--- src/rtl/synth_pkg.sv ---
// Shared types and constants for the polyphonic oscillator bank.
package synth_pkg;

   typedef enum logic [1:0] {
      SQUARE   = 2'd0,
      SAW      = 2'd1,
      TRIANGLE = 2'd2,
      SILENT   = 2'd3
   } wave_t;

   typedef enum logic {
      IDLE = 1'b0,
      MIX  = 1'b1
   } mix_state_t;

   localparam int WAVE_W = 16;
   localparam logic signed [WAVE_W-1:0] WAVE_MAX = 16'sh7FFF;
   localparam logic signed [WAVE_W-1:0] WAVE_MIN = 16'sh8000;

endpackage

--- src/rtl/voice_shaper.sv ---
// Combinational waveform derivation and volume scaling for the voice selected by the mixer.
module voice_shaper
   import synth_pkg::*;
#(
   parameter int PHASE_W = 24,
   parameter int VOL_W   = 7
) (
   input  logic [PHASE_W-1:0]              phase,
   input  wave_t                           wave,
   input  logic                            gate,
   input  logic [VOL_W-1:0]                volume,
   output logic signed [WAVE_W+VOL_W-1:0]  term
);

   localparam int TERM_W = WAVE_W + VOL_W;

   logic [WAVE_W-1:0]         p;
   logic [WAVE_W-2:0]         tri_t;
   logic signed [WAVE_W-1:0]  wave_val;
   logic signed [TERM_W-1:0]  wave_ext;
   logic signed [TERM_W-1:0]  vol_ext;

   assign p     = phase[PHASE_W-1 -: WAVE_W];
   assign tri_t = p[WAVE_W-1] ? ~p[WAVE_W-2:0] : p[WAVE_W-2:0];

   // Subtracting 32768 from a 16-bit unsigned value is just an MSB flip.
   always_comb begin
      wave_val = '0;
      case (wave)
         SQUARE:   wave_val = p[WAVE_W-1] ? WAVE_MIN : WAVE_MAX;
         SAW:      wave_val = {~p[WAVE_W-1], p[WAVE_W-2:0]};
         TRIANGLE: wave_val = {~tri_t[WAVE_W-2], tri_t[WAVE_W-3:0], 1'b0};
         default:  wave_val = '0;
      endcase
      if (!gate) begin
         wave_val = '0;
      end
   end

   assign wave_ext = TERM_W'(wave_val);
   assign vol_ext  = $signed(TERM_W'(volume));
   assign term     = wave_ext * vol_ext;

endmodule

--- src/rtl/poly_wave_generator.sv ---
// Multi-voice oscillator bank: per-voice config/phase registers and a serial mixer that
// evaluates one voice per clock after each sample tick, then saturates the sum.
module poly_wave_generator
   import synth_pkg::*;
#(
   parameter int NUM_VOICES = 4,
   parameter int PHASE_W    = 24,
   parameter int VOL_W      = 7,
   parameter int OUT_W      = 24,
   localparam int IDX_W     = (NUM_VOICES > 1) ? $clog2(NUM_VOICES) : 1
) (
   input  logic                     clk,
   input  logic                     reset_n,
   input  logic                     sample_tick,
   input  logic                     cfg_valid,
   input  logic [IDX_W-1:0]         cfg_voice,
   input  logic [PHASE_W-1:0]       cfg_incr,
   input  logic [VOL_W-1:0]         cfg_volume,
   input  logic [1:0]               cfg_wave,
   input  logic                     cfg_gate,
   input  logic                     ovr_clr,
   output logic signed [OUT_W-1:0]  sample_out,
   output logic                     sample_valid,
   output logic                     overrun
);

   localparam int TERM_W = WAVE_W + VOL_W;
   localparam int ACC_W  = TERM_W + $clog2(NUM_VOICES);
   localparam int SAT_W  = ((ACC_W > OUT_W) ? ACC_W : OUT_W) + 1;
   localparam logic [IDX_W-1:0] LAST_IDX = IDX_W'(NUM_VOICES - 1);
   localparam logic signed [SAT_W-1:0] OUT_MAX = {{(SAT_W-OUT_W+1){1'b0}}, {(OUT_W-1){1'b1}}};
   localparam logic signed [SAT_W-1:0] OUT_MIN = ~OUT_MAX;

   logic [PHASE_W-1:0]       incr   [NUM_VOICES];
   logic [PHASE_W-1:0]       phase  [NUM_VOICES];
   logic [VOL_W-1:0]         volume [NUM_VOICES];
   wave_t                    wave   [NUM_VOICES];
   logic                     gate   [NUM_VOICES];

   mix_state_t               state;
   logic [IDX_W-1:0]         idx;
   logic signed [ACC_W-1:0]  acc;
   logic signed [ACC_W-1:0]  sum;
   logic signed [TERM_W-1:0] term;
   logic signed [SAT_W-1:0]  sum_wide;
   logic signed [OUT_W-1:0]  sat_val;
   logic                     cfg_hit;

   assign cfg_hit = cfg_valid && (int'(cfg_voice) < NUM_VOICES);

   voice_shaper #(
      .PHASE_W (PHASE_W),
      .VOL_W   (VOL_W)
   ) u_shaper (
      .phase  (phase[idx]),
      .wave   (wave[idx]),
      .gate   (gate[idx]),
      .volume (volume[idx]),
      .term   (term)
   );

   assign sum      = acc + ACC_W'(term);
   assign sum_wide = SAT_W'(sum);

   always_comb begin
      sat_val = OUT_W'(sum_wide);
      if (sum_wide > OUT_MAX) begin
         sat_val = OUT_W'(OUT_MAX);
      end else if (sum_wide < OUT_MIN) begin
         sat_val = OUT_W'(OUT_MIN);
      end
   end

   // The mixer reads registered values, so a write landing on a voice's own MIX slot
   // only affects the next sample; a gate rising edge overrides the slot's phase step.
   always_ff @(posedge clk or negedge reset_n) begin
      if (!reset_n) begin
         for (int v = 0; v < NUM_VOICES; v++) begin
            incr[v]   <= '0;
            phase[v]  <= '0;
            volume[v] <= '0;
            wave[v]   <= SQUARE;
            gate[v]   <= 1'b0;
         end
      end else begin
         if (state == MIX) begin
            phase[idx] <= gate[idx] ? phase[idx] + incr[idx] : '0;
         end
         if (cfg_hit) begin
            incr[cfg_voice]   <= cfg_incr;
            volume[cfg_voice] <= cfg_volume;
            wave[cfg_voice]   <= wave_t'(cfg_wave);
            gate[cfg_voice]   <= cfg_gate;
            if (cfg_gate && !gate[cfg_voice]) begin
               phase[cfg_voice] <= '0;
            end
         end
      end
   end

   always_ff @(posedge clk or negedge reset_n) begin
      if (!reset_n) begin
         state        <= IDLE;
         idx          <= '0;
         acc          <= '0;
         sample_out   <= '0;
         sample_valid <= 1'b0;
         overrun      <= 1'b0;
      end else begin
         sample_valid <= 1'b0;
         if (state == MIX && sample_tick) begin
            overrun <= 1'b1;
         end else if (ovr_clr) begin
            overrun <= 1'b0;
         end
         case (state)
            IDLE: begin
               if (sample_tick) begin
                  acc   <= '0;
                  idx   <= '0;
                  state <= MIX;
               end
            end
            MIX: begin
               if (idx == LAST_IDX) begin
                  sample_out   <= sat_val;
                  sample_valid <= 1'b1;
                  state        <= IDLE;
               end else begin
                  acc <= sum;
                  idx <= idx + IDX_W'(1);
               end
            end
            default: state <= IDLE;
         endcase
      end
   end

endmodule

--- config.mk ---
export PLATFORM = sky130hd
export DESIGN_NAME = poly_wave_generator
export DESIGN_NICKNAME = d
export VERILOG_FILES = /design/src/rtl/synth_pkg.sv /design/src/rtl/voice_shaper.sv /design/src/rtl/poly_wave_generator.sv
export SDC_FILE = /design/constraint.sdc
export NUM_CORES = 1
export LEC_CHECK = 0
export CORE_UTILIZATION = 38
export CTS_CLUSTER_SIZE = 16
export DETAILED_ROUTE_END_ITERATION = 7
export HOLD_SLACK_MARGIN = 0.08
export RECOVER_POWER = 100
export SYNTH_ARGS = -nofsm -noshare
export SYNTH_HDL_FRONTEND = slang
export SYNTH_HIERARCHICAL = 1
export SYNTH_SLANG_ARGS = --single-unit
--- constraint.sdc ---
create_clock -name clk -period 24.5 [get_ports clk]
set_input_delay 3.675 -clock clk [delete_from_list [all_inputs] [get_ports clk]]
set_output_delay 3.675 -clock clk [all_outputs]
set_load 0.05 [all_outputs]
; ---- Word-level counts from Yosys, hierarchy flattened
; Cells that the tools add are included.
[totals]
inputBits = 41
output_inout_bits = 26
reg_bits = 286
[classes]
n_bitwise = 8
add_sub_neg = 3
n_mux = 56
eq_ne = 5
n_mul = 1
magnitude_cmp = 6
n_reduce_logical = 9
[ops]
columns = cell, n
row1 = $mux W96, 3
row2 = $mux W24, 9
row3 = $bwmux W96, 2
row4 = $and A96 B96 Y96, 1
row5 = $bmux W24 S2, 2
row6 = $demux W24 S2, 2
row7 = $not A96 Y96, 1
row8 = $mux W25, 2
row9 = $pmux W25 S2, 1
row10 = $pmux W16 S3, 1
row11 = $mux W16, 2
row12 = $bwmux W28, 1
row13 = $add A25 B23 Y25, 1
row14 = $gt A25 B24 Y1 const B, 1
row15 = $lt A25 B24 Y1 const B, 1
row16 = $add A24 B24 Y24, 1
row17 = $mul A16 B8 Y23, 1
row18 = $mux W7, 3
row19 = $mux W15, 1
row20 = $not A15 Y15, 1
row21 = $bmux W7 S2, 1
row22 = $demux W7 S2, 1
row23 = $mux W1, 11
row24 = $mux W2, 5
row25 = other kinds (21), 33

; ---- Longest topological paths before layout
[depth]
ltp_word = 14
depth_mapped = 35
ltp_nobuf = 31

; ---- Modules after synthesis
; Netlist, hierarchy kept.
[modules_own_cells]
columns = mod, cells_per_inst, area_per_inst_um2, seq_area_each_um2, n_inst
row1 = poly_wave_generator, 1350, 15147.0, 7156.9, 1
row2 = voice_shaper, 570, 4670.7, 0.0, 1

; ---- Least setup slack after synthesis
; No wires, ideal clock.
[synth_path]
kind = register to register
startpoint = register idx[0]
endpoint = register sample_out[19]
required_ps = 24379
setup_ps = 121
arrival_ps = 8508
n_path_buf = 4
setup_slack_ps = 15871
period_less_slack_ps = 8629
stages_incl_launch_ff = 34
path_cell_list = dfrtp_1 clkbuf_1 buf_1 buf_1 mux4_2 or2b_1 xnor2_1 o21ai_0 and2_1 nand2_1 fa_1 fa_1 inv_1 fa_1 inv_1 fa_1 inv_1 ha_1 a21o_1 a21o_1 a21oi_1 o21a_1 o31ai_2 xor2_1 ha_1 and2_1 nand3_1 nor2_1 a211oi_1 o31ai_4 xor2_2 buf_2 a21oi_2 a22o_1
[synth_between]
elab_chain_cells = 14
word_cells_on_any_way = 31
[synth_rtl]
columns = item, line_no
row1 = from (decl), poly_wave_generator.sv:41  ; logic [IDX_W-1:0] idx;
row2 = from (signal assigned), poly_wave_generator.sv:131  ; idx <= idx + IDX_W'(1);
row3 = $not A2 Y3 (implied by the code) (*), -
row4 = $bmux W24 S2, poly_wave_generator.sv:55  ; .phase (phase[idx]),
row5 = $mux W24 (implied by the code) (2 in series), poly_wave_generator.sv:55
row6 = $not A15 Y15, voice_shaper.sv:24  ; assign tri_t = p[WAVE_W-1] ? ~p[WAVE_W-2:0] : p[WAVE_W-2:0];
row7 = $mux W15, voice_shaper.sv:24
row8 = $not A1 Y1, voice_shaper.sv:32  ; TRIANGLE: wave_val = {~tri_t[WAVE_W-2], tri_t[WAVE_W-3:0], 1'b0};
row9 = $pmux W16 S3, voice_shaper.sv:29  ; case (wave)
row10 = $mux W16, voice_shaper.sv:35  ; if (!gate) begin
row11 = $mul A16 B8 Y23 (*), voice_shaper.sv:42  ; assign term = wave_ext * vol_ext;
row12 = via term[21], poly_wave_generator.sv:44  ; logic signed [TERM_W-1:0] term;
row13 = $add A25 B23 Y25 (*), poly_wave_generator.sv:62  ; assign sum = acc + ACC_W'(term);
row14 = $lt A25 B24 Y1, poly_wave_generator.sv:69  ; end else if (sum_wide < OUT_MIN) begin
row15 = $mux W24, poly_wave_generator.sv:69
row16 = $mux W24 (*), poly_wave_generator.sv:67  ; if (sum_wide > OUT_MAX) begin
row17 = to (signal assigned), poly_wave_generator.sv:126  ; sample_out <= sat_val;
row18 = to (decl), poly_wave_generator.sv:22  ; output logic signed [OUT_W-1:0] sample_out,
; Mark *: on every way through the listed nets, which the timed path passes. The rest lies on a longest branch. The select of a mux whose other input is x is not followed.
; A chain may end at the register's enable or synchronous reset.

==> qor.yml <==
max_freq_ghz: 0.0745
violations: "max-capacitance violations, max-slew violations"
synth_top_family_by_area: "adder cells"
firstDrtPassIters: 5
worstPathArrival_ns: 12.65
holdPathEnd: "sample_out[12]"
nFillCells: 4871
rr_startpoint: "idx[1]"
use_met2_pct: 33.1
synth-compound-area-share_pct: 10.5
synthTopCellsByCount: "286 x dfrtp_1, 226 x nand2_1, 151 x inv_1"
core_area_um2: 51400
clock-sinks: 286
path_buf_inv: 3
ys_ff_latch: 286
cts_resized: 0
synthFlopType: "dfrtp_1"
first_global_vias: 14686
met3_usage_pct: 3.36
antenna_left: 0
worstPathCellList: "clkbuf_1, clkbuf_1, clkbuf_1"
synth_edf_count: 0
grtUsageMet1_pct: 24.8
min_period_ns: 13.42
max_slew_margin_pct: -194
place_congestion: 0.889
drtIter0Drc: 991
grt.total_usage_pct: 19.4
grt_pass1_wl_um: 81600
reg2reg_to: "sample_out[19]"
yosys.area.top_type: "dfrtp_1"
dpl.hpwl_um: 35500
crit_path_frequent_cell: "clkbuf_1"
rows: 83
area_growth_pct: 12.0
hold_path.class: "flop to flop"
cts-root-buf: "clkbuf_16"
vias_per_cell: 5.49
final.setup_skew_ns: 0.0151
yosysUniqueCellTypes: 84
post-synth-top-count-cell: "dfrtp_1"
critPathMaxFanout: 75
critical_path_depth: 3
start_util_pct: 38.6
postSynthAreaPerCell_um2: 10.3
cts_tree: "yes"
timing.final.crit_share_pct: 54.8
synth_xor_area_share_pct: 3.49
worst_pin_slew_ns: 4.40
overflow: 0
syn_area_um2: 19800
cp.required_ns: 23.73
seq_area_frac_synth_pct: 36.1
slowest_delay_ns: 3.02
synth-warning-count: 6
cts_buffers: 35
hold_depth: 2
htreeDepth: 2
io_buffers: 66
cts_setup_buffers: 0
cts-hold-fix-buffers: 0
antenna_found_initial: 0
worstSetupPathType: "input port to async pin"
fp.dieH_um: 230
max_cap_violations: 10
clockBufferDepth: 3
path_clk_slew_ns: 0.06
rsz0062_at_grt: "no"
wl_per_cell_um: 19.1
final_nets: 2166
hold_start: "sample_out[12]"
rr_worst_depth: 30
synthCells: 1920
synthArstFlopShare_pct: 100
grt_busiest_layer: "met2"
tns_ns: 0
status: "finished with violations"
setup_viol: 0
drc_errors: 0
hold_viol_final: 0
synth_adder_area_share_pct: 15.6
startpoint_type: "input port"
slew_viol_final: 441
slowest_stage: "clkbuf_1"
yosys.area_share.simple_pct: 14.6
vias: 14535
grt_max_degree: 91
synthTopCellsByArea: "dfrtp_1 36%, fa_1 8.7%, mux2_2 7.8%"
end_kind: "async pin"
synthMuxAreaShare_pct: 14.7
drive_above_1_share_pct: 15.4
crit_family: "buffers and inverters"
ff2ff_setup_slack_ns: 11.65
wl_um: 50700
io_pins: 67
syn_nets: 2144
die_x_um: 230
clock_latency_ns: 0.56
dieArea_um2: 53100
yosysTopAreaCellShare_pct: 36.1
==> metrics by stage <==
stage | instance area (um2) | hold slack [ns] | std cells | setup slack, ns | util (%)
floorplan | 19800 | 0.454 | 1920 | 15.87 | -
global placement | 21100 | 0.467 | 2585 | 14.75 | 41.1
detailed placement | 21100 | 0.476 | 2585 | 14.51 | 41.1
CTS | 22400 | 0.490 | 2647 | 14.49 | 43.5
global route | 22200 | 0.503 | 2647 | 9.00 | 43.2
finish | 22200 | 0.479 | 2648 | 11.08 | 43.2
==> layout by cell type, fill, tap and decap left out, types with 21 or more instances in the layout <==
cell type / synthesis / layout
a21o_1: 31 / 31
a21oi_1: 115 / 118
and3_1: 79 / 79
clkbuf_16: 0 / 35
clkdlybuf4s50_1: 0 / 37
dfrtp_1: 286 / 285
dlygate4sd3_1: 0 / 28
fa_1: 86 / 86
ha_1: 97 / 97
inv_1: 151 / 151
mux2_2: 137 / 137
mux4_2: 58 / 58
nand2_1: 226 / 225
nand3_1: 87 / 86
nor2_1: 60 / 60
nor3_1: 20 / 21
o21ai_0: 58 / 68
xnor2_1: 46 / 46
xor2_1: 26 / 27
==> worst register-to-register path: cells and delay by family, from the launching register on <==
| family | cells | cell delay, ns |
|---|---|---|
| compound gates | 8 | 2.06 |
| buf+inv | 4 | 2.23 |
| fa+ha+maj | 6 | 2.63 |
| xor+xnor | 2 | 1.39 |
| mux | 1 | 0.88 |
| simple gates | 9 | 2.54 |
| flops | 1 | 1.02 |
==> metal layers <==
metal / vias to the layer above / wire (um)
li1: 6749 / -
met1: 7277 / 21400
met2: 417 / 24900
met3: 92 / 2730
met4: 0 / 1590
met5: - / 0
==> cell type report <==
class | instances | area, um2 | area share, %
diodes | 1 | 2.50 | 0.0113
multi-input cells | 1378 | 11600 | 52.3
repair buffers | 89 | 778 | 3.51
clock buffers | 47 | 981 | 4.42
flip-flops and latches | 286 | 7160 | 32.3
inverters | 152 | 571 | 2.57
well taps | 680 | 851 | 3.83
clock inverters | 15 | 251 | 1.13
==> state kept, by name, indices dropped and copies added, names as in the netlist <==
register,cells
volume,28
sample_out,24
phase,96
incr,96
gate,4
wave,8
state,1
sample_valid,1
acc,25
overrun,1
idx,2
==> kinds of logic after synthesis <==
| logic type | after synthesis |
|---|---|
| AO/OA/AOI/OAI | 319 |
| XOR/XNOR | 75 |
| adder cells (fa/ha/maj) | 199 |
| buffers and inverters | 256 |
| flip-flops | 286 |
| multiplexers | 201 |
| AND/OR/NAND/NOR | 584 |
==> how the worst max path moves through the flow <==
stage            start             end
2_1_floorplan   idx[0]  sample_out[19]
3_3_place_gp    idx[0]  sample_out[19]
3_5_place_dp    idx[0]  sample_out[19]
4_1_cts         idx[0]  sample_out[19]
5_1_grt        reset_n          idx[0]
6_report       reset_n          idx[0]
Power is not shown: default switching activity piles up to over one toggle a cycle in this logic, so the estimate is an artifact.
